### config.mk
export PLATFORM = sky130hd
export DESIGN_NAME = onehot_req_arbiter8
export DESIGN_NICKNAME = d
export VERILOG_FILES = /design/src/rtl/onehot_arb_pkg.sv /design/src/rtl/onehot_req_arbiter8_rr_pick.sv /design/src/rtl/onehot_req_arbiter8.sv
export SDC_FILE = /design/constraint.sdc
export NUM_CORES = 1
export LEC_CHECK = 0
export CORE_ASPECT_RATIO = 0.6
export CORE_MARGIN = 2
export CORE_UTILIZATION = 60
export CTS_BUF_LIST = sky130_fd_sc_hd__clkbuf_4
export DETAILED_ROUTE_END_ITERATION = 7
export GPL_TIMING_DRIVEN = 0
export PLACE_DENSITY_LB_ADDON = 0.05
export SLEW_MARGIN = 20
export SYNTH_ARGS = -nofsm -noshare
export SYNTH_HDL_FRONTEND = slang
export SYNTH_SLANG_ARGS = --single-unit
export TNS_END_PERCENT = 100
### constraint.sdc
create_clock -name clk -period 9.6 [get_ports clk]
set_clock_uncertainty 0.1 [all_clocks]
set_input_delay 1.92 -clock clk [delete_from_list [all_inputs] [get_ports clk]]
set_output_delay 1.92 -clock clk [all_outputs]
set_load 0.05 [all_outputs]
### src/rtl/onehot_arb_pkg.sv
// onehot_arb_pkg
// Shared definitions for the one-hot request arbiter that feeds the 8-to-3 encoder.
//   N      : number of request lines and the width of the one-hot grant word
//   IDX_W  : width of a request index and of the round-robin pointer
//   state_t: arbiter FSM states (IDLE waits for work, GRANT holds a grant until ack)
//   onehot : turns an index into a one-hot word of width N
package onehot_arb_pkg;

    localparam int N     = 8;
    localparam int IDX_W = 3;

    typedef enum logic {
        IDLE  = 1'b0,
        GRANT = 1'b1
    } state_t;

    function automatic logic [N-1:0] onehot(input logic [IDX_W-1:0] idx);
        return {{(N-1){1'b0}}, 1'b1} << idx;
    endfunction

endpackage

### src/rtl/onehot_req_arbiter8_rr_pick.sv
// rr_pick
// Combinational round-robin selector.
//   pending in  N      : candidate requests
//   ptr     in  IDX_W  : index that has the highest priority this round
//   sel     out N      : one-hot winner, zero when nothing is pending
//   idx     out IDX_W  : index of the winner (don't care when sel is zero)
module rr_pick
    import onehot_arb_pkg::*;
(
    input  logic [N-1:0]     pending,
    input  logic [IDX_W-1:0] ptr,
    output logic [N-1:0]     sel,
    output logic [IDX_W-1:0] idx
);

    logic [2*N-1:0]   dbl;
    logic [N-1:0]     rot;
    logic [IDX_W-1:0] off;
    logic             found;

    // Rotate so ptr lands on bit 0, take the lowest set bit, then rotate the
    // offset back. N is a power of two, so the IDX_W-bit add wraps modulo N.
    always_comb begin
        dbl   = {pending, pending} >> ptr;
        rot   = dbl[N-1:0];
        off   = '0;
        found = 1'b0;
        for (int i = 0; i < N; i++) begin
            if (!found && rot[i]) begin
                off   = IDX_W'(i);
                found = 1'b1;
            end
        end
        idx = off + ptr;
        sel = found ? onehot(idx) : '0;
    end

endmodule

### src/rtl/onehot_req_arbiter8.sv
// onehot_req_arbiter8
// Captures rising edges on the request lines, keeps them pending, and hands them
// one at a time, round-robin, to the encoder as a one-hot word with valid/ack.
//   clk     in   1 : clock
//   rst_n   in   1 : asynchronous active-low reset; drops any grant in flight
//   req     in   N : request lines, a 0->1 transition raises a request
//   en      in   1 : allows new grants (no effect on a grant already shown)
//   ack     in   1 : consumer took the current grant
//   Dout    out  N : one-hot grant, zero whenever valid is low
//   valid   out  1 : Dout holds a live grant
//   pending out  N : captured requests not yet granted
// Build option: define SYNC_REQ_EN to pass req through a 2-flop synchronizer
// before edge detection (adds 2 cycles of capture latency, allows async req).
module onehot_req_arbiter8
    import onehot_arb_pkg::*;
(
    input  logic         clk,
    input  logic         rst_n,
    input  logic [N-1:0] req,
    input  logic         en,
    input  logic         ack,
    output logic [N-1:0] Dout,
    output logic         valid,
    output logic [N-1:0] pending
);

    logic [N-1:0]     req_s;
    logic [N-1:0]     req_q;
    logic [N-1:0]     rise;
    logic [N-1:0]     sel;
    logic [IDX_W-1:0] pick_idx;
    logic [IDX_W-1:0] gidx;
    logic [IDX_W-1:0] ptr;
    state_t           state;

`ifdef SYNC_REQ_EN
    logic [N-1:0] sync1;
    logic [N-1:0] sync2;

    // Two-flop synchronizer for requests coming from another clock domain.
    always_ff @(posedge clk or negedge rst_n) begin
        if (!rst_n) begin
            sync1 <= '0;
            sync2 <= '0;
        end else begin
            sync1 <= req;
            sync2 <= sync1;
        end
    end

    assign req_s = sync2;
`else
    assign req_s = req;
`endif

    // Previous request level, used to turn levels into one-cycle rise pulses.
    always_ff @(posedge clk or negedge rst_n) begin
        if (!rst_n) begin
            req_q <= '0;
        end else begin
            req_q <= req_s;
        end
    end

    assign rise = req_s & ~req_q;

    rr_pick u_pick (
        .pending (pending),
        .ptr     (ptr),
        .sel     (sel),
        .idx     (pick_idx)
    );

    // Grant FSM. A new rise is OR-ed in after the ack clear, so an edge that
    // arrives together with the ack of the same bit keeps that bit pending.
    always_ff @(posedge clk or negedge rst_n) begin
        if (!rst_n) begin
            state   <= IDLE;
            Dout    <= '0;
            valid   <= 1'b0;
            ptr     <= '0;
            gidx    <= '0;
            pending <= '0;
        end else begin
            case (state)
                IDLE: begin
                    pending <= pending | rise;
                    if (en && (|pending)) begin
                        Dout  <= sel;
                        valid <= 1'b1;
                        gidx  <= pick_idx;
                        state <= GRANT;
                    end
                end
                GRANT: begin
                    if (ack) begin
                        pending <= (pending & ~Dout) | rise;
                        Dout    <= '0;
                        valid   <= 1'b0;
                        ptr     <= IDX_W'(gidx + 1'b1);
                        state   <= IDLE;
                    end else begin
                        pending <= pending | rise;
                    end
                end
                default: begin
                    state <= IDLE;
                end
            endcase
        end
    end

    // The encoder downstream relies on a clean one-hot (or zero) input.
    onehot_dout_a: assert property (@(posedge clk) disable iff (!rst_n)
        $onehot0(Dout) && (valid == (Dout != '0)));

endmodule
==> impl_metrics.csv <==
group,metric,value,unit
outcome,status,"completed",
hold_path,hold_depth,1,
drt,via_per_inst,6.60,
logic_synthesis,yosysTopAreaCellShare,37.0,%
sta,layout_min_cycle_time,3.84,ns
place,dp_hpwl,4230,µm
finish,drive_above_1_share,16.1,%
grt,grt_pass1_wl,9720,µm
clock_network,cts_tree,"yes",
grt,grt_util_met2,41.0,%
logic_synthesis,synth_flop_cell,"dfrtp_1",
die,die_w,81.5,µm
sta,slew_violations,0,
place,place_area,2490,µm²
logic_synthesis,synth.area.top_cells,"dfrtp_1 (37%), nand2_1 (6.4%), o211ai_2 (5.2%), o2111ai_1 (4.1%), nand3_1 (3.0%)",
clock_network,cts_sinks,32,
logic_synthesis,synth-warning-count,0,
logic_synthesis,ys_ff_latch,32,
hold_path,hold_path.class,"flop to flop",
clock_network,numCtsBuffers,5,
sta,slew-limit-headroom,41.1,%
clock_network,root_buffer,"clkbuf_4",
clock_network,clockBufferDepth,2,
sta,max_freq,260,MHz
logic_synthesis,synthCells,231,
grt,grt_overflow_total,0,
setup_path,crit_path_end_kind,"flop",
grt,grt_use_met3,9.35,%
drt,drcViolationCount,0,
power_and_ir_drop,pwr_density_cell,315,nW/µm²
logic_synthesis,syn_area_per_cell,9.36,µm²
grt,grt_start_max_net_pins,33,
logic_synthesis,synth_cell_types,58,
logic_synthesis,synth_largest_area_cell,"dfrtp_1",
logic_synthesis,synthArstFlopShare,100,%
die,die_area,4120,µm²
die,start_util,64.7,%
die,core,3340,µm²
clock_network,postCtsSetupBuffers,0,
clock_network,clk_pin_slew,0.11,ns
clock_network,holdBufCountCts,0,
logic_synthesis,syn_area,2160,µm²
place,routabilityCongestion,0.921,
setup_path,arrival,3.94,ns
clock_network,htreeDepth,2,
finish,layout_commonest_cell,"nand2_1",
grt,grt.busiest_layer,"met1",
grt,antenna_found_initial,0,
drt,ant_nets,0,
grt,met1_usage,51.0,%
clock_network,cts_resized,0,
sta,hold_viol_final,0,
setup_path,worst_setup_path_start_kind,"flop",
finish,synthToLayoutAreaGrowth,17.9,%
power_and_ir_drop,leakage,1.16,nW
power_and_ir_drop,ir_drop,0.000178,V
finish,fill_cells,251,
sta,rsz0062_at_grt,"no",
drt,avgRoutedWirePerCell,18.5,µm
sta,setup-tns-final,0,ns
sta,tightest_slew,0.878,ns
drt,drt_pass1_iterations,7,
logic_synthesis,synth_fp_nets,246,
drt,wl,5770,µm
flow_run,drv_cap,0,
drt,routed-via-count,2059,
drt,drt_iter0_drc,179,
clock_network,clock_latency,0.34,ns
finish,final_cell_mix,"nand2_1 (37), dfrtp_1 (32), clkdlybuf4s50_1 (27)",
finish,n_antenna_cell,0,
sta,min_period_over_period,40.0,%
setup_path,rr_worst_depth,11,
setup_path,criticalPathCategory,"flop to flop",
die,die_y,50.5,µm
setup_path,crit_required,9.70,ns
logic_synthesis,synth_edf_count,0,
logic_synthesis,synth-seq-area-share,37.0,%
finish,fin_nets,281,
grt,track_usage,32.0,%
finish,final_cell_area,2550,µm²
place,port_buffers,28,
die,pin_count,29,
die,num_rows,16,
setup_path,cp_max_fo,10,
sta,setup_violations,0,
grt,first_global_vias,1900,
synth_stat cells, drive strengths merged (3+ instances only):
master / n
nand3: 13
nor2b: 4
o211ai: 10
nor3b: 3
nor3: 9
inv: 14
dfrtp: 32
buf: 10
o2111ai: 10
nand2: 37
o211a: 3
clkbuf: 8
o21ai: 13
nand2b: 9
a21o: 4
a21oi: 7
path summary, 6_finish.rpt:
| check | startpoint | endpoint | slack (ns) |
|---|---|---|---|
| max | ptr[0] | Dout[6] | 5.76 |
| min | req_q[4] | pending[4] | 0.30 |
| max reg2reg | ptr[0] | Dout[6] | 5.76 |
| min reg2reg | req_q[4] | pending[4] | 0.30 |
| max in group asynchronous | rst_n | Dout[3] | 7.38 |
| min in group asynchronous | rst_n | pending[4] | 1.53 |
cells by family after synthesis:
group / Yosys count / share of synthesized area, %
multiplexers: 3 / 2.03
AO/OA/AOI/OAI: 66 / 25.8
flip-flops: 32 / 37.0
adder cells (fa/ha/maj): 3 / 2.08
buffers and inverters: 32 / 9.61
XOR/XNOR: 3 / 1.22
AND/OR/NAND/NOR: 92 / 22.3
registers in the layout, indices dropped and copies added, names as in the netlist:
signal,cells
req_q,8
gidx,3
Dout,8
state,1
pending,8
ptr,3
valid,1
per-stage QoR:
step,hold slack (ns),setup slack (ns),instances,power [mW],util (%)
4_1_cts,0.312,5.84,312,0.791,76.3
2_1_floorplan,0.300,5.96,231,0.574,-
3_3_place_gp,0.303,5.82,304,0.693,74.7
6_report,0.305,5.76,312,0.803,76.3
3_5_place_dp,0.311,5.81,304,0.709,74.6
5_1_grt,0.329,5.64,312,0.852,76.3
critical path, stage by stage (launching register included):
cell and delay (ns):
dfrtp_1 0.47, buf_6 0.18, buf_6 0.15, mux2_2 0.34, mux4_2 0.44, a211o_1 0.31
ha_1 0.19, fa_1 0.41, xor2_1 0.63, nor3_1 0.11, o2111ai_1 0.22, o211ai_2 0.14
metal layers:
metal / routed length, µm / up-vias
li1: - / 925
met2: 2390 / 128
met4: 93 / 0
met3: 650 / 10
met5: 0 / -
met1: 2640 / 996
where the power goes:
| group | switching, mW | total, mW | internal, mW | leakage, nW |
|---|---|---|---|---|
| clock | 0.0490 | 0.0796 | 0.0307 | 0.0293 |
| sequential | 0.0379 | 0.207 | 0.169 | 0.373 |
| combinational | 0.327 | 0.516 | 0.189 | 0.754 |
cell type report:
| cell class | count | area [µm²] | share of cell area (%) |
|---|---|---|---|
| tap | 45 | 56.3 | 2.21 |
| clock buffer | 6 | 45.0 | 1.77 |
| multi-input combinational | 167 | 1150 | 45.2 |
| inverter | 14 | 52.6 | 2.06 |
| timing repair buffer | 28 | 275 | 10.8 |
| clock inverter | 2 | 11.3 | 0.442 |
| sequential | 32 | 801 | 31.4 |
| buffer | 18 | 155 | 6.08 |
No activity file was read; power rests on OpenSTA's default activity.
